File: src/rtl/rv_pkg.sv
// rv_pkg: RV32I opcodes, instruction formats and encoder FSM states shared by decoder and encoder.
package rv_pkg;
  localparam logic [6:0] OP_OP     = 7'b0110011;
  localparam logic [6:0] OP_IMM    = 7'b0010011;
  localparam logic [6:0] OP_LOAD   = 7'b0000011;
  localparam logic [6:0] OP_JALR   = 7'b1100111;
  localparam logic [6:0] OP_SYSTEM = 7'b1110011;
  localparam logic [6:0] OP_FENCE  = 7'b0001111;
  localparam logic [6:0] OP_STORE  = 7'b0100011;
  localparam logic [6:0] OP_BRANCH = 7'b1100011;
  localparam logic [6:0] OP_LUI    = 7'b0110111;
  localparam logic [6:0] OP_AUIPC  = 7'b0010111;
  localparam logic [6:0] OP_JAL    = 7'b1101111;
  localparam logic [31:0] EBREAK_WORD = 32'h0010_0073;
  typedef enum logic [2:0] {FMT_R, FMT_I, FMT_S, FMT_B, FMT_U, FMT_J, FMT_BAD} fmt_e;
  typedef enum logic [1:0] {IDLE, RUN, TERM, DONE} state_e;
  function automatic fmt_e fmt_of(input logic [6:0] op);
    case (op)
      OP_OP: return FMT_R;
      OP_IMM, OP_LOAD, OP_JALR, OP_SYSTEM, OP_FENCE: return FMT_I;
      OP_STORE: return FMT_S;
      OP_BRANCH: return FMT_B;
      OP_LUI, OP_AUIPC: return FMT_U;
      OP_JAL: return FMT_J;
      default: return FMT_BAD;
    endcase
  endfunction
endpackage

File: src/rtl/inst_pack.sv
// inst_pack: combinational packing of decoded RV32I fields into one instruction word.
module inst_pack import rv_pkg::*; (
  input  logic [6:0]  op,
  input  logic [2:0]  funct3,
  input  logic [6:0]  funct7,
  input  logic [4:0]  rd,
  input  logic [4:0]  rs1,
  input  logic [4:0]  rs2,
  input  logic [31:0] imm,
  output logic [31:0] word,
  output logic        fmt_bad
);
  fmt_e fmt;
  logic shamt;
  always_comb begin
    fmt = fmt_of(op);
    // slli/srli/srai carry funct7 in the upper bits and a 5-bit shift amount
    shamt = op == OP_IMM && funct3[1:0] == 2'b01;
    case (fmt)
      FMT_R: word = {funct7, rs2, rs1, funct3, rd, op};
      FMT_I: word = shamt ? {funct7, imm[4:0], rs1, funct3, rd, op} : {imm[11:0], rs1, funct3, rd, op};
      FMT_S: word = {imm[11:5], rs2, rs1, funct3, imm[4:0], op};
      FMT_B: word = {imm[12], imm[10:5], rs2, rs1, funct3, imm[4:1], imm[11], op};
      FMT_U: word = {imm[31:12], rd, op};
      FMT_J: word = {imm[20], imm[10:1], imm[11], imm[19:12], rd, op};
      default: word = '0;
    endcase
    fmt_bad = fmt == FMT_BAD;
  end
endmodule

File: src/rtl/inst_stream_encoder.sv
// inst_stream_encoder: streams encoded RV32I words to instruction memory and closes each program with EBREAK.
module inst_stream_encoder import rv_pkg::*; #(
  parameter int MEM_WORDS = 1024,
  parameter int AW = 32
) (
  input  logic                       clk,
  input  logic                       reset,
  input  logic                       start,
  input  logic [AW-1:0]              base,
  input  logic                       finish,
  input  logic                       in_valid,
  output logic                       in_ready,
  input  logic [6:0]                 op,
  input  logic [2:0]                 funct3,
  input  logic [6:0]                 funct7,
  input  logic [4:0]                 rd,
  input  logic [4:0]                 rs1,
  input  logic [4:0]                 rs2,
  input  logic [31:0]                imm,
  output logic                       imem_we,
  input  logic                       imem_ready,
  output logic [AW-1:0]              imem_addr,
  output logic [31:0]                imem_wdata,
  output logic                       done,
  output logic [$clog2(MEM_WORDS):0] words,
  output logic                       err_opcode,
  output logic                       err_align,
  output logic                       wrapped
);
  localparam int WW = $clog2(MEM_WORDS) + 1;
  localparam logic [AW-1:0] LIMIT = AW'(MEM_WORDS * 4);
  state_e state_q, state_d;
  logic [AW-1:0] addr_q, addr_d, addr_inc;
  logic [WW-1:0] words_q, words_d;
  logic [31:0] wdata_q, wdata_d, word;
  logic we_q, we_d, eb_q, eb_d, done_q, done_d;
  logic err_opcode_q, err_opcode_d, err_align_q, err_align_d, wrapped_q, wrapped_d;
  logic fmt_bad, free, fire, accept;
  fmt_e fmt;
  inst_pack u_pack (
    .op(op), .funct3(funct3), .funct7(funct7), .rd(rd), .rs1(rs1), .rs2(rs2), .imm(imm),
    .word(word), .fmt_bad(fmt_bad)
  );
  always_comb begin
    free = !we_q || imem_ready;
    fire = we_q && imem_ready;
    in_ready = state_q == RUN && !finish && free;
    accept = in_valid && in_ready;
    fmt = fmt_of(op);
    addr_inc = addr_q + AW'(4);
    state_d = state_q;
    addr_d = addr_q;
    words_d = words_q;
    we_d = we_q && !imem_ready;
    wdata_d = wdata_q;
    eb_d = eb_q;
    done_d = done_q;
    err_opcode_d = err_opcode_q;
    err_align_d = err_align_q;
    wrapped_d = wrapped_q;
    if (fire) begin
      addr_d = addr_inc == LIMIT ? '0 : addr_inc;
      wrapped_d = wrapped_q || addr_inc == LIMIT;
      words_d = words_q + WW'(1);
    end
    if (state_q == RUN && finish) state_d = TERM;
    if (accept && fmt_bad) err_opcode_d = 1'b1;
    if (accept && !fmt_bad) begin
      we_d = 1'b1;
      wdata_d = word;
      err_align_d = err_align_q || ((fmt == FMT_B || fmt == FMT_J) && imm[0]);
    end
    // eb_q marks that EBREAK already sits in the output register
    if (state_q == TERM && !eb_q && free) begin
      we_d = 1'b1;
      wdata_d = EBREAK_WORD;
      eb_d = 1'b1;
    end
    if (state_q == TERM && eb_q && fire) begin
      state_d = DONE;
      done_d = 1'b1;
    end
    if ((state_q == IDLE || state_q == DONE) && start) begin
      state_d = RUN;
      addr_d = base & ~AW'(3);
      words_d = '0;
      eb_d = 1'b0;
      done_d = 1'b0;
      err_opcode_d = 1'b0;
      err_align_d = 1'b0;
      wrapped_d = 1'b0;
    end
  end
  always_ff @(posedge clk) begin
    if (reset) begin
      state_q <= IDLE;
      addr_q <= '0;
      words_q <= '0;
      wdata_q <= '0;
      we_q <= 1'b0;
      eb_q <= 1'b0;
      done_q <= 1'b0;
      err_opcode_q <= 1'b0;
      err_align_q <= 1'b0;
      wrapped_q <= 1'b0;
    end else begin
      state_q <= state_d;
      addr_q <= addr_d;
      words_q <= words_d;
      wdata_q <= wdata_d;
      we_q <= we_d;
      eb_q <= eb_d;
      done_q <= done_d;
      err_opcode_q <= err_opcode_d;
      err_align_q <= err_align_d;
      wrapped_q <= wrapped_d;
    end
  end
  assign imem_we = we_q;
  assign imem_addr = addr_q;
  assign imem_wdata = wdata_q;
  assign done = done_q;
  assign words = words_q;
  assign err_opcode = err_opcode_q;
  assign err_align = err_align_q;
  assign wrapped = wrapped_q;
endmodule

File: config.mk
export PLATFORM = sky130hd
export DESIGN_NAME = inst_stream_encoder
export DESIGN_NICKNAME = d
export VERILOG_FILES = /design/src/rtl/rv_pkg.sv /design/src/rtl/inst_pack.sv /design/src/rtl/inst_stream_encoder.sv
export SDC_FILE = /design/constraint.sdc
export NUM_CORES = 1
export LEC_CHECK = 0
export CORE_MARGIN = 2
export CORE_UTILIZATION = 46
export CTS_BUF_LIST = sky130_fd_sc_hd__clkbuf_4
export DETAILED_ROUTE_END_ITERATION = 8
export GPL_TIMING_DRIVEN = 1
export MAX_ROUTING_LAYER = met4
export PLACE_DENSITY = 0.93
export RECOVER_POWER = 100
export SKIP_CTS_REPAIR_TIMING = 1
export SYNTH_ARGS = -nofsm -noshare
export SYNTH_HDL_FRONTEND = slang
export SYNTH_SLANG_ARGS = --single-unit
File: constraint.sdc
create_clock -name clk -period 4.5 [get_ports clk]
set_input_delay 0.9 -clock clk [delete_from_list [all_inputs] [get_ports clk]]
set_output_delay 0.9 -clock clk [all_outputs]
set_load 0.01 [all_outputs]
; After elaboration in Yosys (flattened, before gate mapping)
; Cells that the tools add are included.
[totals]
ff_bits = 83
input_bits = 102
elab_cells = 85
[classes]
add_sub_neg = 2
eq_ne = 22
mux = 13
n_reduce_logical = 35
[op_table]
columns = cell, count
row1 = $pmux 32 s6, 1
row2 = $mux 32, 4
row3 = $mux 21, 2
row4 = $add 32x3->32 const B, 1
row5 = $eq 32x13->1 const B, 1
row6 = $eq 7x7->1 const B, 4
row7 = $eq 7x6->1 const B, 3
row8 = $pmux 3 s6, 1
row9 = $logic_and 1x1->1, 15
row10 = $eq 7x5->1 const B, 2
row11 = $add 11x1->11 const B, 1
row12 = $eq 3x3->1 const B, 3
row13 = $eq 7x2->1 const B, 1
row14 = $eq 7x4->1 const B, 1
row15 = $eq 3x2->1 const B, 2
row16 = $reduce_bool 2->1, 3
row17 = $reduce_or 2->1, 3
row18 = $logic_not 1->1, 5
row19 = $logic_or 1x1->1, 5
row20 = $reduce_or 5->1, 1
row21 = $eq 2x1->1 const B, 2
row22 = $eq 2x2->1 const B, 2
row23 = $mux 2, 2
row24 = $eq 3x1->1 const B, 1
row25 = other kinds (4), 6

; Longest topological paths before layout
; Gate-level depths: netlist (run 1).
[logic_depth]
ltp_word = 8
depth_mapped = 14

; Modules after synthesis
; A second synthesis (run 1) with hierarchy kept.
[unflattened]
hier_cells = 664
area_unflattened_um2 = 5171.2
[modules_own_cells]
columns = module, n_inst, cells_each, area_per_inst_um2, seq_area_each_um2
row1 = inst_stream_encoder, 1, 508, 4060.1, 1661.6
row2 = inst_pack, 1, 156, 1111.1, 0.0

; Worst setup path before layout (run 1)
; Ideal clock, no wire load.
[synth_path]
kind = input to register
from = input op[2]
to = register wdata_q[12], in the netlist imem_wdata[12]
setup_time_ns = 0.128
t_arrival_ns = 3.318
required_ns = 4.372
path_slack_ns = 1.054
stages = 14
n_path_buf = 3
path_cell_list = clkbuf_1 -> nor4bb_1 -> and2_1 -> inv_2 -> ha_1 -> inv_1 -> a31oi_1 -> o31a_1 -> and2_1 -> or2_2 -> clkbuf_1 -> clkbuf_1 -> a22oi_1 -> nor2_1
[synth_via]
elab_chain_cells = 6
elab_cells_between_ends = 24
cone_classes = 17 x eq/ne / 2 x mux / 5 x reduce/logical
[synth_rtl]
columns = item, line_no
row1 = start: declaration, inst_stream_encoder.sv:13  ; input logic [6:0] op,
row2 = $eq 7x2->1 (tied with other cells), rv_pkg.sv:18  ; case (op)
row3 = $reduce_or 5->1 or $reduce_or 2->1 (tied branches), rv_pkg.sv:18
row4 = $pmux 3 s6 *, rv_pkg.sv:18
row5 = branches (longest 3 deep; another with $pmux 32 s6), -
row6 = end signal: assignment, inst_stream_encoder.sv:110  ; wdata_q <= wdata_d;
row7 = end: declaration, inst_stream_encoder.sv:35  ; logic [31:0] wdata_q, wdata_d, word;
; Every way passes the cells marked *.
; A chain may end at the register's enable or synchronous reset.

; Final worst setup path (run 1)
[layout_path]
from = input op[3]
to = register wdata_q[26], in the netlist imem_wdata[26]
[layout_via]
elab_chain_cells = 6
elab_cells_between_ends = 26
cone_classes = 17 x eq/ne / 3 x mux / 6 x reduce/logical
[layout_rtl]
columns = item
row1 = branches (longest 6 deep; another with $pmux 32 s6)
; Parallel ways; which one is timed is not known.

==> impl_metrics.py, run 1 <==
metrics = {
    "sta": {
        "min_period_over_period": 0.913,
        "fin_crit_ns": 4.11,
        "fin_skew_ns": 0.0202,
        "slew_viol_final": 54,
        "rsz0062_at_grt": "no",
        "fmax_mhz": 243,
        "setup_viol": 0,
        "worst_slack_ns": 0.391,
        "max_slew_margin": -0.291,
        "setup_tns_ns": 0,
        "final_hold_viol_count": 0,
        "tightest_slew_ns": 1.94,
    },
    "detailed_routing": {
        "first_pass_iters": 6,
        "wl_per_cell_um": 17.2,
        "remaining_drc_errors": 0,
        "first_iter_violations": 346,
        "vias_per_cell": 5.96,
        "drtAntennaViolNets": 0,
        "wirelength_mm": 15.1,
        "num_vias": 5250,
    },
    "synth": {
        "syn_inst": 582,
        "async_reset_ff_frac": 0,
        "synth_seq_cells": 83,
        "syn_area_um2": 4790,
        "synth.top_cells.by_area": "dfxtp_1, nor2_1, a211oi_1",
        "syn_area_per_cell_um2": 8.23,
        "yosys-top-cells-count": "dfxtp_1, nor2_1, nand2_1",
        "synth_edf_count": 0,
        "synth.largest_area_cell": "dfxtp_1",
        "yosys.cell_count.top_type": "dfxtp_1",
        "ys_warn_count": 0,
        "syn_nets": 690,
        "yosysSeqAreaShare": 0.347,
        "synth_flop_cell": "dfxtp_1",
        "yosysUniqueCellTypes": 64,
        "synth_top_area_share": 0.347,
    },
    "worst_setup_path": {
        "crit_type": "in -> reg",
        "worstPathRequired_ns": 4.82,
        "critPathArrivalTime_ns": 4.43,
        "r2r_start": "imem_addr[2]",
        "ff2ff_path_depth": 8,
        "critPathLaunchType": "input port",
        "endpoint_kind": "register",
        "path_max_fanout": 29,
        "reg2reg_to": "imem_addr[2]",
        "r2r_slack_ns": 0.40,
    },
    "worst_hold_path": {
        "min-delay-start": "done",
        "worst_hold_path.endpoint": "done",
        "min_path_cells": 2,
        "min_path_type": "reg -> reg",
    },
    "power_and_ir_drop": {
        "power.density_nw_per_um2": 260,
        "p_sw_mw": 0.510,
        "p_leak_nw": 2.51,
        "sw_frac_of_total": 0.289,
        "pwr-share-clk": 0.326,
        "internal_power_mw": 1.25,
        "ir_worst_vdd_mv": 0.173,
        "seq_power_share": 0.473,
        "pwr-share-comb": 0.202,
    },
    "global_routing": {
        "grt_max_degree": 55,
        "grt_pass1_wl_mm": 23.9,
        "first_global_vias": 4989,
        "grt_usage": 0.271,
        "grt_overflow": 0,
        "antenna_found_initial": 0,
    },
    "job": {
        "cap_violations": 2,
    },
    "status": {
        "status": "finished, violations left",
        "violations": "max-capacitance violations, max-slew violations",
    },
    "floorplan": {
        "coreArea_um2": 10200,
        "dieArea_um2": 11200,
        "die_h_um": 106,
        "rows": 37,
        "die_w_um": 106,
        "start_util": 0.468,
        "pin_count": 183,
    },
    "placed_design": {
        "io_buffers": 180,
        "dpl_worst_slack_ns": 0.132,
        "dp_hpwl_mm": 11.1,
        "post_dp_cell_area_um2": 6600,
        "dp_cells": 865,
        "gp_congestion": 0.926,
    },
    "finish": {
        "fin_cells": 881,
        "syn_to_final_growth_pct": 41.5,
        "ff_latch_area_um2": 1660,
        "postLayoutCoreUtil": 0.662,
        "drive_gt1_frac": 0.0604,
        "finalInstanceArea_um2": 6770,
        "nNetsFinal": 848,
        "fillers": 810,
        "multi_input_area_um2": 2860,
        "diodes": 0,
    },
    "clocking": {
        "root_buffer": "clkbuf_4",
        "numCtsBuffers": 9,
        "cts.path.max_buffers": 2,
        "tritoncts": "done",
        "clk-insertion-delay-late_ns": 0.43,
        "cts.clk_slew.worst_paths_ns": 0.15,
        "cts.sinks": 83,
        "h-tree-depth": 3,
    },
}
[layout by cell type, fill, tap and decap left out, drive strengths merged, types with 5 or more instances in the layout]
master / netlist / layout
and2: 12 / 12
a311oi: 7 / 7
nand3: 19 / 19
mux2: 9 / 9
xor2: 22 / 22
a221oi: 5 / 5
nand2: 48 / 48
xnor2: 21 / 21
buf: 14 / 6
clkdlybuf4s50: 0 / 97
ha: 6 / 6
a21oi: 25 / 25
a222oi: 7 / 7
and3: 9 / 9
or3: 7 / 7
o21ai: 16 / 16
a22oi: 17 / 17
inv: 11 / 12
or4: 6 / 6
clkbuf: 26 / 10
dfxtp: 83 / 83
nor2: 79 / 79
nand4: 18 / 18
a31oi: 10 / 10
a221o: 5 / 5
nor3: 13 / 13
dlygate4sd3: 0 / 83
nor4: 11 / 11
a211oi: 30 / 30
[state kept, by name (all words and copies together) (netlist names)]
register	count
done	1
imem_addr	32
eb_q	1
imem_wdata	32
wrapped	1
err_align	1
words	11
state_q	2
imem_we	1
err_opcode	1
[logic make-up (layout without fill, tap and decap cells)]
logic type	Yosys count	count (layout)	share of synthesized area
AO/OA/AOI/OAI	144	144	0.221
XOR/XNOR	43	43	0.0787
adder cells (fa/ha/maj)	6	6	0.0157
buffers and inverters	51	214	0.0531
flip-flops	83	83	0.347
multiplexers	11	11	0.0254
AND/OR/NAND/NOR	244	244	0.259
[cell type report]
class,count,share of cell area
Inverter,11,0.00610
Sequential cell,83,0.245
Clock inverter,7,0.0185
Multi-Input combinational cell,448,0.422
Tap cell,136,0.0251
Clock buffer,9,0.00998
Timing Repair Buffer,187,0.273
[worst max path at each step]
stage                     depth (start not counted)             end  slack, ns         start
final                                            12  imem_wdata[26]       0.39         op[3]
after CTS                                        12  imem_wdata[26]       0.51         op[3]
after global routing                              8    imem_addr[2]       0.12  imem_addr[2]
after floorplan                                  14  imem_wdata[12]       1.05         op[2]
after detailed placement                         12  imem_wdata[26]       0.13         op[3]
after global placement                           12  imem_wdata[29]       0.25         op[3]
[metal layers]
metal / routed length, um / vias to the layer above / track usage
li1: - / 2475 / -
met1: 6110 / 2428 / 0.314
met2: 7360 / 302 / 0.454
met3: 1200 / 45 / 0.0521
met4: 476 / 0 / 0.126
met5: 0 / - / -
[worst max-delay path: stages]
cell and delay [ns]:
dlygate4sd3_1 0.77, nor3b_1 0.15, o21a_1 0.29, inv_2 0.24, ha_1 0.26, inv_1 0.05, a31oi_1 0.28, o31a_1 0.27
and2_1 0.21, or2_2 0.51, a222oi_1 0.15, a211oi_1 0.33
[through the flow]
stage	power (mW)	hold slack, ns
floorplan	1.03	0.458
global placement	1.20	0.435
detailed placement	1.21	0.439
CTS	1.78	0.458
global route	1.84	0.487
finish	1.76	0.452
[power by group through the flow]
stage               sequential (mW)  combinational (mW)  clock (mW)
floorplan                     0.834               0.192           0
global placement              0.844               0.356           0
detailed placement            0.848               0.365           0
CTS                           0.832               0.368       0.584
global route                  0.840               0.384       0.618
finish                        0.833               0.355       0.574
No activity file was read; power rests on OpenSTA's default activity.
==> run 2, diff against run 1 <==
--- a/config.mk
+++ b/config.mk
@@ -5,7 +5,7 @@
 export SDC_FILE = /design/constraint.sdc
 export NUM_CORES = 1
 export LEC_CHECK = 0
-export CORE_MARGIN = 2
+export CORE_MARGIN = 5
 export CORE_UTILIZATION = 46
 export CTS_BUF_LIST = sky130_fd_sc_hd__clkbuf_4
 export DETAILED_ROUTE_END_ITERATION = 8
@@ -14,6 +14,7 @@
 export PLACE_DENSITY = 0.93
 export RECOVER_POWER = 100
 export SKIP_CTS_REPAIR_TIMING = 1
+export SLEW_MARGIN = 20
 export SYNTH_ARGS = -nofsm -noshare
 export SYNTH_HDL_FRONTEND = slang
 export SYNTH_SLANG_ARGS = --single-unit
==> run 2 against run 1 <==
- the run still ends with max-capacitance violations, max-slew violations left
- flip-flop and latch count stayed put
- clock-buffer cell count stayed put
- non-clock buffer count is 2 higher
- combinational power hardly changed
- hold slack better by 0.017 ns
- utilization is 0.46 points lower
- first-iteration DRC count is 24% higher
- final cell count is 0.23% higher
- clock skew is 0.0071 ns lower
- final area is 0.70% lower
- sequential power hardly changed
- critical endpoint is now imem_wdata[1]
- largest power group unchanged
==> impl_metrics.py, run 2 (synthesized netlist as in run 1, its figures left out) <==
metrics = {
    "status": {
        "status": "finished, violations left",
        "violations": "max-capacitance violations, max-slew violations",
    },
    "clocking": {
        "cts.clk_slew.worst_paths_ns": 0.14,
        "cts.path.max_buffers": 2,
        "tritoncts": "done",
        "clk-insertion-delay-late_ns": 0.46,
        "numCtsBuffers": 9,
        "root_buffer": "clkbuf_4",
        "cts.sinks": 83,
        "h-tree-depth": 3,
    },
    "global_routing": {
        "first_global_vias": 5158,
        "met3_usage": 0.0571,
        "grt_use_met1": 0.297,
        "grt_overflow": 0,
        "top_usage_layer": "met2",
        "grt_max_degree": 55,
        "antenna_found_initial": 0,
        "use_met2": 0.408,
        "grt_usage": 0.246,
        "grt_pass1_wl_mm": 24.9,
    },
    "sta": {
        "rsz0062_at_grt": "no",
        "fin_crit_ns": 4.20,
        "final_hold_viol_count": 0,
        "setup_tns_ns": 0,
        "min_period_over_period": 0.933,
        "fmax_mhz": 238,
        "slew_viol_final": 42,
        "max_slew_margin": -0.320,
        "tightest_slew_ns": 1.98,
        "setup_viol": 0,
        "fin_skew_ns": 0.0132,
    },
    "job": {
        "cap_violations": 1,
    },
    "finish": {
        "final_cell_mix": "clkdlybuf4s50_1, dfxtp_1, dlygate4sd3_1",
        "fillers": 834,
        "drive_gt1_frac": 0.0629,
        "diodes": 0,
        "postLayoutCoreUtil": 0.657,
        "nNetsFinal": 850,
        "multi_input_area_um2": 2850,
        "syn_to_final_growth_pct": 40.5,
        "final_common_cell": "clkdlybuf4s50_1",
        "ff_latch_area_um2": 1660,
    },
    "floorplan": {
        "pin_count": 183,
        "die_w_um": 112,
        "die_h_um": 112,
        "dieArea_um2": 12500,
        "rows": 37,
        "start_util": 0.468,
        "coreArea_um2": 10200,
    },
    "worst_setup_path": {
        "critPathArrivalTime_ns": 4.48,
        "critical_path.top_delay_family": "simple AND/OR/NAND/NOR gates",
        "cp_cell_sequence": "dlygate4sd3_1 > nor4bb_1 > and2_0 > inv_1 > ha_1 > inv_1 > a31oi_1 > o31a_1 > and2_0 > or2_2 > a221oi_1 > nor2_1",
        "crit_slowest_cell": "dlygate4sd3_1",
        "worstPathRequired_ns": 4.78,
        "path_max_fanout": 29,
        "crit_type": "in -> reg",
        "slowest_delay_ns": 0.70,
        "critPathLaunchType": "input port",
        "crit_buf_inv": 3,
        "endpoint_kind": "register",
    },
    "power_and_ir_drop": {
        "p_leak_nw": 2.49,
        "ir_worst_vdd_mv": 0.134,
        "power.density_nw_per_um2": 243,
    },
    "worst_hold_path": {
        "min_path_type": "reg -> reg",
    },
    "placed_design": {
        "gp_congestion": 0.935,
        "io_buffers": 180,
        "dp_hpwl_mm": 11.7,
    },
    "detailed_routing": {
        "vias_per_cell": 5.96,
        "drtAntennaViolNets": 0,
        "wl_per_cell_um": 17.6,
        "wirelength_mm": 15.5,
        "remaining_drc_errors": 0,
        "first_iter_violations": 428,
        "num_vias": 5263,
        "first_pass_iters": 5,
    },
}
run 2: layout make-up:
cell class | count | area share
inverters | 11 | 0.00614
repair buffers | 189 | 0.277
clock inverters | 7 | 0.0102
well taps | 136 | 0.0253
multi-input cells | 448 | 0.424
clock buffers | 9 | 0.0100
flip-flops and latches | 83 | 0.247
run 2: path summary, 6_finish.rpt:
check / startpoint / endpoint / slack [ns] / cells after the start
worst max register to register: imem_addr[2] / imem_addr[2] / 0.57 / 8
worst min-delay path: done / done / 0.47 / 2
worst max-delay path: op[3] / imem_wdata[1] / 0.30 / 12
worst min register to register: done / done / 0.47 / 2
run 2: report_power, final:
part / total (mW) / internal (mW) / switching (mW)
Clock: 0.446 / 0.167 / 0.279
Sequential: 0.832 / 0.768 / 0.0638
Combinational: 0.356 / 0.198 / 0.159
run 2: metal layers:
layer,vias up,part of all wire
li1,2482,-
met1,2464,0.40
met2,294,0.49
met3,23,0.094
met4,0,0.016
met5,-,0
run 2: worst min-delay path: cells and delay by family (launching register included):
family	cells	cell delay, ns
AO/OA/AOI/OAI	1	0.05
buffers and inverters	1	0.05
flip-flops	1	0.34
run 2: metrics by stage:
stage / setup slack [ns] / power (mW) / instance area (um^2) / cells / hold WS [ns]
floorplan: 1.05 / 1.03 / 4790 / 582 / 0.458
global placement: 0.194 / 1.20 / 6610 / 867 / 0.436
detailed placement: 0.139 / 1.22 / 6610 / 867 / 0.456
CTS: 0.624 / 1.66 / 6750 / 883 / 0.475
global route: 0.192 / 1.72 / 6730 / 883 / 0.484
finish: 0.302 / 1.63 / 6730 / 883 / 0.469
==> run 3, diff against run 2 <==
--- a/config.mk
+++ b/config.mk
@@ -6,15 +6,14 @@
 export NUM_CORES = 1
 export LEC_CHECK = 0
 export CORE_MARGIN = 5
-export CORE_UTILIZATION = 46
+export CORE_UTILIZATION = 49
 export CTS_BUF_LIST = sky130_fd_sc_hd__clkbuf_4
 export DETAILED_ROUTE_END_ITERATION = 8
 export GPL_TIMING_DRIVEN = 1
 export MAX_ROUTING_LAYER = met4
-export PLACE_DENSITY = 0.93
+export PLACE_DENSITY = 0.95
 export RECOVER_POWER = 100
 export SKIP_CTS_REPAIR_TIMING = 1
-export SLEW_MARGIN = 20
 export SYNTH_ARGS = -nofsm -noshare
 export SYNTH_HDL_FRONTEND = slang
 export SYNTH_SLANG_ARGS = --single-unit
==> constraint.sdc (replaced) <==
create_clock -name clk -period 4.9 [get_ports clk]
set_input_delay 0.98 -clock clk [delete_from_list [all_inputs] [get_ports clk]]
set_output_delay 0.98 -clock clk [all_outputs]
set_load 0.01 [all_outputs]
==> run 3 against run 2 <==
- the run still ends with max-capacitance violations, max-slew violations left
- sequential share of layout area up 0.24 points
- power down 12%
- critical path depth down 4
- global-route usage up 2.4 points
- clock power down 22%
- non-clock buffer count down 3
- clock-buffer cell count up 1
- utilization up 3.4 points
- first-iteration DRC count down 17%
- combinational power down 9.3%
- critical endpoint is now imem_addr[2]
- largest cell class unchanged
- largest power group unchanged
==> impl_metrics.py, run 3 (synthesized netlist as in run 1, its figures left out) <==
metrics = {
    "status": {
        "status": "finished, violations left",
        "violations": "max-capacitance violations, max-slew violations",
    },
    "floorplan": {
        "pin_count": 183,
        "die_h_um": 109,
        "die_w_um": 109,
        "rows": 36,
        "coreArea_um2": 9640,
        "start_util": 0.497,
        "dieArea_um2": 11800,
    },
    "worst_setup_path": {
        "crit_buf_inv": 0,
        "critical_path.top_delay_family": "simple AND/OR/NAND/NOR gates",
        "worstPathRequired_ns": 5.16,
        "critPathArrivalTime_ns": 4.61,
        "ff2ff_path_depth": 8,
        "critPathLaunchType": "register",
        "worst-path-stages": 8,
        "slowest_delay_ns": 1.30,
        "cp_cell_sequence": "ha_1 > nand3_1 > nor4_1 > nand4_1 > and3_1 > or4_4 > o41ai_1 > o22ai_1",
        "crit_type": "reg -> reg",
        "endpoint_kind": "register",
        "path_max_fanout": 11,
        "crit_slowest_cell": "nor4_1",
    },
    "detailed_routing": {
        "first_pass_iters": 6,
        "wl_per_cell_um": 17.4,
        "remaining_drc_errors": 0,
        "drtAntennaViolNets": 0,
        "num_vias": 5248,
        "vias_per_cell": 5.99,
        "first_iter_violations": 354,
        "wirelength_mm": 15.3,
    },
    "job": {
        "cap_violations": 2,
    },
    "power_and_ir_drop": {
        "p_sw_mw": 0.444,
        "internal_power_mw": 0.991,
        "seq_power_share": 0.532,
        "pwr-share-clk": 0.243,
        "pwr-share-comb": 0.225,
        "p_leak_nw": 2.45,
        "ir_worst_vdd_mv": 0.131,
        "power.density_nw_per_um2": 216,
        "sw_frac_of_total": 0.310,
    },
    "finish": {
        "drive_gt1_frac": 0.0552,
        "fillers": 745,
        "syn_to_final_growth_pct": 39.1,
        "finalInstanceArea_um2": 6660,
        "fin_cells": 876,
        "final_cell_mix": "clkdlybuf4s50_1, dlygate4sd3_1, dfxtp_1",
        "nNetsFinal": 847,
        "postLayoutCoreUtil": 0.691,
        "diodes": 0,
        "final_common_cell": "clkdlybuf4s50_1",
    },
    "clocking": {
        "numCtsBuffers": 9,
        "cts.path.max_buffers": 2,
        "cts.clk_slew.worst_paths_ns": 0.14,
        "h-tree-depth": 3,
        "root_buffer": "clkbuf_4",
        "clk-insertion-delay-late_ns": 0.45,
        "tritoncts": "done",
        "cts.sinks": 83,
    },
    "sta": {
        "tightest_slew_ns": 1.91,
        "fmax_mhz": 230,
        "setup_tns_ns": 0,
        "fin_skew_ns": 0.0222,
        "final_hold_viol_count": 0,
        "setup_viol": 0,
        "min_period_over_period": 0.888,
        "slew_viol_final": 55,
        "fin_crit_ns": 4.35,
        "max_slew_margin": -0.272,
        "rsz0062_at_grt": "no",
    },
    "global_routing": {
        "grt_pass1_wl_mm": 24.9,
        "grt_usage": 0.271,
        "first_global_vias": 5227,
        "grt_max_degree": 55,
        "grt_overflow": 0,
        "antenna_found_initial": 0,
    },
    "worst_hold_path": {
        "min_path_cells": 2,
        "min_path_type": "reg -> reg",
    },
    "placed_design": {
        "gp_congestion": 0.942,
        "io_buffers": 180,
        "dp_hpwl_mm": 11.7,
        "post_dp_cell_area_um2": 6590,
        "dp_cells": 861,
    },
}
-- run 3: cell type report --
class / count / area (um^2) / area share
multi-input combinational: 448 / 2840 / 0.427
timing repair buffer: 186 / 1840 / 0.277
sequential: 83 / 1660 / 0.249
tap: 133 / 166 / 0.0250
clock buffer: 10 / 75.1 / 0.0113
inverter: 11 / 41.3 / 0.00620
clock inverter: 5 / 31.3 / 0.00470
-- run 3: power groups by stage --
| stage | clock network, mW | registers, mW | logic (mW) |
|---|---|---|---|
| final | 0.349 | 0.764 | 0.323 |
| after global routing | 0.388 | 0.771 | 0.351 |
| after detailed placement | 0 | 0.779 | 0.334 |
| after global placement | 0 | 0.775 | 0.326 |
| after floorplan | 0 | 0.766 | 0.176 |
| after CTS | 0.355 | 0.764 | 0.336 |
-- run 3: path summary, 6_finish.rpt --
path / startpoint / to / slack (ns)
min reg2reg: imem_wdata[7] / imem_wdata[7] / 0.46
max reg2reg: imem_addr[2] / imem_addr[2] / 0.55
min: imem_wdata[7] / imem_wdata[7] / 0.46
max: imem_addr[2] / imem_addr[2] / 0.55
-- run 3: metrics by stage --
stage	total power, mW	hold WS, ns	worst slack, ns
floorplan	0.942	0.458	1.37
global placement	1.10	0.436	0.602
detailed placement	1.11	0.438	0.460
CTS	1.45	0.466	0.900
global route	1.51	0.495	0.296
finish	1.44	0.462	0.547
-- run 3: worst reg2reg max path: stages (launching register included) --
cell and delay [ns]:
dfxtp_1 0.54, ha_1 0.33, nand3_1 0.19, nor4_1 1.30
nand4_1 0.23, and3_1 0.29, or4_4 0.52, o41ai_1 0.60
o22ai_1 0.16
-- run 3: per-layer routing --
layer  up-vias  global-route usage  wire length [um]
met3        43              0.0509              1420
li1       2476                   -                 -
met2       305               0.474              7560
met4         0               0.115               494
met1      2424               0.302              5810
met5         -                   -                 0
==> patch 1: new RTL, settings of run 3 <==
The parameter `MEM_WORDS` goes from 1024 to 512.
--- a/src/rtl/inst_stream_encoder.sv
+++ b/src/rtl/inst_stream_encoder.sv
@@ -1,6 +1,6 @@
 // inst_stream_encoder: streams encoded RV32I words to instruction memory and closes each program with EBREAK.
 module inst_stream_encoder import rv_pkg::*; #(
-  parameter int MEM_WORDS = 1024,
+  parameter int MEM_WORDS = 512,
   parameter int AW = 32
 ) (
   input  logic                       clk,
Ports: changed (resized words); port bits go from 183 to 182. No check against the original RTL was run, so the function may have changed too.
==> patch 1 against run 3 <==
The flow still finishes with violations (capacitance limit, slew limit); count of clock-buffer cells in the layout rose by 1; setup slack improved by 0.10 ns; total power rose by 3.2%; routed wire length rose by 4.8%; worst hold slack improved by 0.00087 ns; sequential cell count fell by 1; register-to-register slack improved by 1.0 ns; design area rose by 1.0%; synthesized area rose by 0.55%; critical path depth rose by 2; fmax rose by 2.4%; critical endpoint is now imem_wdata[1].
==> patch 1: results (changes against run 3) <==
metric;value;unit;change
capture endpoint of the worst hold path;done;;was imem_wdata[7]
worst vdd rail ir drop;0.000150;V;was 0.000131 V
Hold Path Origin;done;;was imem_wdata[7]
insertion delay of the later-clocked pin in the worst-skew pair;0.43;ns;was 0.45 ns
total vias in the final route;5160;;was 5,248
violation count after the first detailed-routing iteration;355;;was 354
DR pass1 iterations;7;;was 6
sequential cell area fraction in the yosys report;0.341;;was 0.347
top post-synthesis cells by area;sky130_fd_sc_hd__dfxtp_1 34%, sky130_fd_sc_hd__nor2_1 6.4%, sky130_fd_sc_hd__xor2_1 4.5%, sky130_fd_sc_hd__a211oi_1 4.1%, sky130_fd_sc_hd__nand2_1 3.0%;;was sky130_fd_sc_hd__dfxtp_1 35%, sky130_fd_sc_hd__nor2_1 6.2%, sky130_fd_sc_hd__a211oi_1 4.5%, sky130_fd_sc_hd__xor2_1 4.0%, sky130_fd_sc_hd__xnor2_1 3.8%
relative slew slack;-0.305;;was -0.272
global-route usage over all layers;0.268;;was 0.271
Post-layout nets;838;;was 847
count of buffers from port buffering;179;;was 180
number of violations of the max-capacitance limit;1;;was 2
RR Endpoint;imem_addr[11];;was imem_addr[2]
kind of cell adding the most delay to the critical path;compound AO/OA/AOI/OAI gates;;was simple AND/OR/NAND/NOR gates
cell leakage power;2.52;nW;was 2.45 nW
CTS Buf Count;9;;unchanged
net count after synthesis;682;;was 690
Critical Path Slowest Stage Cell;sky130_fd_sc_hd__a31o_1;;was sky130_fd_sc_hd__nor4_1
worst clock skew;0.0223;ns;was 0.0222 ns
failing checks;capacitance limit, slew limit;;unchanged
result of the run;complete, but fails checks;;unchanged
HPWL reported at the end of detailed placement;12000;µm;was 11,700 µm
first-pass GRT wire length;24700;µm;was 24,900 µm
vias in the first global route;4991;;was 5,227
GP Congestion;0.904;;was 0.942
maximum number of pins on one net before global-route repair;57;;was 55
data arrival at the endpoint of the critical path;4.50;ns;was 4.61 ns
post-synth cell types;68;;was 64
largest stage delay on the critical path;1.02;ns;was 1.30 ns
layout cell share with drive strength beyond 1;0.0639;;was 0.0552
area post-placement;6620;µm²;was 6590 µm²
initial antenna violation count;2;;was 0
Final Routed Wirelength;16000;µm;was 15,300 µm
worst-path maximum fanout;37;;was 11
pins over their slew limit;42;;was 55
minimum setup slack among reg-to-reg paths;1.55;ns;was 0.55 ns
## patch 1: cell types whose count changed after synthesis, sizes merged, moves of 4 or more
| cell | before | now |
|---|---|---|
| nand2 | 48 | 39 |
| buf | 14 | 22 |
| a222oi | 7 | 14 |
| clkbuf | 26 | 19 |
| xnor2 | 21 | 14 |
| nor3 | 13 | 7 |
| a221o | 5 | 0 |
| or3 | 7 | 12 |
| and2 | 12 | 8 |
| nand4 | 18 | 22 |
| o21a | 4 | 0 |
| o21ai | 16 | 20 |
## patch 1: worst max path at each step
stage                     start              to  depth (start not counted)
final                     op[2]   imem_wdata[1]                         10
after global routing      op[2]   imem_wdata[0]                         10
after CTS                 op[4]  imem_wdata[23]                         10
after detailed placement  op[4]  imem_wdata[23]                         10
after global placement    op[4]  imem_wdata[23]                         10
after floorplan           op[6]  imem_wdata[25]                         12
## patch 1: kinds of logic (layout without fill, tap and decap cells)
logic type,count (synthesis),after routing,synth area share
XOR/XNOR,39,39,0.0710
other,0,2,0
AND/OR/NAND/NOR,240,240,0.275
flip-flops,82,82,0.341
buffers and inverters,51,212,0.0507
adder cells (fa/ha/maj),6,6,0.0156
multiplexers,12,12,0.0270
AO/OA/AOI/OAI,144,144,0.219
## patch 1: per-stage QoR
step | worst slack, ns | power, mW | utilization | instances
floorplan | 1.31 | 0.921 | - | 574
global placement | 0.679 | 1.09 | 0.683 | 852
detailed placement | 0.646 | 1.10 | 0.683 | 852
CTS | 1.05 | 1.50 | 0.698 | 868
global route | 0.462 | 1.55 | 0.695 | 870
finish | 0.650 | 1.48 | 0.695 | 870
## patch 1: layout make-up
class | instances | area [µm²]
fill | 743 | 2960
multi-input combinational | 441 | 2900
timing repair buffer | 186 | 1840
sequential | 82 | 1640
tap | 133 | 166
clock buffer | 11 | 82.6
clock inverter | 5 | 55.1
inverter | 10 | 37.5
antenna | 2 | 5.00
## patch 1: metal layers
metal / GRT usage / vias up / share of wire
met5: - / - / 0
met4: 0.121 / 0 / 0.030
met3: 0.0574 / 43 / 0.089
met2: 0.450 / 265 / 0.48
met1: 0.306 / 2381 / 0.40
li1: - / 2471 / -
## patch 1: worst register-to-register path, cell delays in order (launching register included)
cell and delay, ns:
sky130_fd_sc_hd__dfxtp_1 0.55, sky130_fd_sc_hd__ha_1 0.43, sky130_fd_sc_hd__nand4_1 0.28, sky130_fd_sc_hd__nor4_1 0.68, sky130_fd_sc_hd__nand4_1 0.23, sky130_fd_sc_hd__xor2_1 0.26
sky130_fd_sc_hd__o2111ai_1 0.16, sky130_fd_sc_hd__nor3_1 0.44, sky130_fd_sc_hd__o22ai_1 0.12
## patch 1: report_power, final
part | internal, mW | total [mW] | switching, mW
logic | 0.176 | 0.320 | 0.144
registers | 0.698 | 0.758 | 0.0603
clock network | 0.166 | 0.403 | 0.238
==> patch 2: new RTL, config.mk and constraints of run 3 <==
Made on the original files. `words_q` no longer has a reset.
--- a/src/rtl/inst_stream_encoder.sv
+++ b/src/rtl/inst_stream_encoder.sv
@@ -95,7 +95,6 @@
     if (reset) begin
       state_q <= IDLE;
       addr_q <= '0;
-      words_q <= '0;
       wdata_q <= '0;
       we_q <= 1'b0;
       eb_q <= 1'b0;
@@ -106,7 +105,6 @@
     end else begin
       state_q <= state_d;
       addr_q <= addr_d;
-      words_q <= words_d;
       wdata_q <= wdata_d;
       we_q <= we_d;
       eb_q <= eb_d;
@@ -115,6 +113,10 @@
       err_align_q <= err_align_d;
       wrapped_q <= wrapped_d;
     end
+  end
+
+  always_ff @(posedge clk) begin
+    words_q <= words_d;
   end
   assign imem_we = we_q;
   assign imem_addr = addr_q;
Check against the original RTL: differs if reset is asserted again (counterexample within 4 cycles, from zero or initial values and one cycle with reset high); with reset held inactive, the same outputs for 10 cycles.
==> patch 2 against run 3 <==
Utilization rose by 0.17 points; total power fell by 0.65%; synthesized area barely moved; setup slack improved by 0.065 ns; global-route usage fell by 0.10 points; design area rose by 0.24%; routed wire length rose by 3.2%; sequential cell count did not move; non-clock buffer count rose by 1.
==> patch 2: results (changes against run 3) <==
metric;value;unit;change
top post-synthesis cells by area;sky130_fd_sc_hd__dfxtp_1 35%, sky130_fd_sc_hd__nor2_1 5.9%, sky130_fd_sc_hd__xor2_1 4.6%, sky130_fd_sc_hd__a211oi_1 4.1%, sky130_fd_sc_hd__nand2_1 4.0%;;was sky130_fd_sc_hd__dfxtp_1 35%, sky130_fd_sc_hd__nor2_1 6.2%, sky130_fd_sc_hd__a211oi_1 4.5%, sky130_fd_sc_hd__xor2_1 4.0%, sky130_fd_sc_hd__xnor2_1 3.8%
Post-layout nets;856;;was 847
CTS Buf Count;9;;unchanged
start point of the critical path;op[5];;was imem_addr[2]
worst-path maximum fanout;14;;was 11
minimum setup slack among reg-to-reg paths;1.44;ns;was 0.55 ns
Final Routed Wirelength;15800;µm;was 15,300 µm
commonest cells in the netlist;83 x sky130_fd_sc_hd__dfxtp_1, 75 x sky130_fd_sc_hd__nor2_1, 51 x sky130_fd_sc_hd__nand2_1;;was 83 x sky130_fd_sc_hd__dfxtp_1, 79 x sky130_fd_sc_hd__nor2_1, 48 x sky130_fd_sc_hd__nand2_1
cell leakage power;2.47;nW;was 2.45 nW
vias in the first global route;5146;;was 5,227
worst-margin pin slew;1.12;ns;was 1.91 ns
DR pass1 iterations;7;;was 6
filler cell count;767;;was 745
post-synth cell types;70;;was 64
worst vdd rail ir drop;0.000137;V;was 0.000131 V
GP Congestion;0.925;;was 0.942
insertion delay of the later-clocked pin in the worst-skew pair;0.43;ns;was 0.45 ns
first-pass GRT wire length;25200;µm;was 24,900 µm
result of the run;finished, final reports clean;;was complete, but fails checks
worst clock skew;0.0123;ns;was 0.0222 ns
clock edge transition at the registers on the reported setup and hold paths;0.12;ns;was 0.14 ns
HPWL reported at the end of detailed placement;12100;µm;was 11,700 µm
pre-CTS setup slack;0.659;ns;was 0.460 ns
capture point of the critical path;imem_wdata[29];;was imem_addr[2]
maximum number of pins on one net before global-route repair;43;;was 55
net count after synthesis;702;;was 690
Tcrit/Tclk final;0.875;;was 0.888
data arrival at the endpoint of the critical path;4.60;ns;was 4.61 ns
layout cell share with drive strength beyond 1;0.0465;;was 0.0552
violation count after the first detailed-routing iteration;442;;was 354
patch 2: worst max-delay path, cell delays in order:
cell                            delay [ns]
sky130_fd_sc_hd__dlygate4sd3_1        0.77
sky130_fd_sc_hd__clkinv_1             0.17
sky130_fd_sc_hd__nor4_1               0.64
sky130_fd_sc_hd__inv_4                0.15
sky130_fd_sc_hd__ha_1                 0.33
sky130_fd_sc_hd__a21oi_2              0.13
sky130_fd_sc_hd__a211o_2              0.18
sky130_fd_sc_hd__or2_0                0.69
sky130_fd_sc_hd__nor2_2               0.21
sky130_fd_sc_hd__a221o_1              0.34
patch 2: stage by stage:
stage                     cell area (µm²)  std cells
after floorplan                      4790        594
after global placement               6600        870
after detailed placement             6600        870
after CTS                            6710        885
after global routing                 6680        885
final                                6680        885
patch 2: report_power, final:
group	switching, mW	leakage (nW)	total [mW]	internal, mW
Clock	0.236	0.0601	0.342	0.106
Combinational	0.143	1.74	0.318	0.176
Sequential	0.0600	0.676	0.766	0.706
Total	0.439	2.47	1.43	0.987
patch 2: cell type report:
cell class	instances	area (µm²)	area share
Tap cell	133	166	0.0249
Multi-Input combinational cell	457	2860	0.428
Timing Repair Buffer	187	1850	0.277
Clock inverter	5	30.0	0.00450
Sequential cell	83	1660	0.249
Inverter	10	40.0	0.00600
Clock buffer	10	75.1	0.0112
patch 2: cell families after synthesis:
logic type,Yosys count,share of synthesized area
xor+xnor,40,0.0731
compound gates,164,0.247
mux,4,0.00888
simple gates,243,0.256
buf+inv,54,0.0522
fa+ha+maj,6,0.0157
flops,83,0.347
patch 2: per-layer routing:
| metal | vias to the layer above | wire, µm | GRT usage |
|---|---|---|---|
| met2 | 286 | 7670 | 0.454 |
| met4 | 0 | 544 | 0.0974 |
| met5 | - | 0 | - |
| met1 | 2563 | 6470 | 0.328 |
| met3 | 59 | 1090 | 0.0397 |
| li1 | 2511 | - | - |
patch 2: worst min-delay path by stage:
| stage | start | to | slack, ns | cells after the start |
|---|---|---|---|---|
| 6_report | done | done | 0.46 | 2 |
| 5_1_grt | done | done | 0.50 | 2 |
| 4_1_cts | done | done | 0.47 | 2 |
| 3_5_place_dp | done | done | 0.45 | 2 |
| 3_3_place_gp | imem_wdata[7] | imem_wdata[7] | 0.44 | 2 |
| 2_1_floorplan | eb_q | eb_q | 0.46 | 2 |
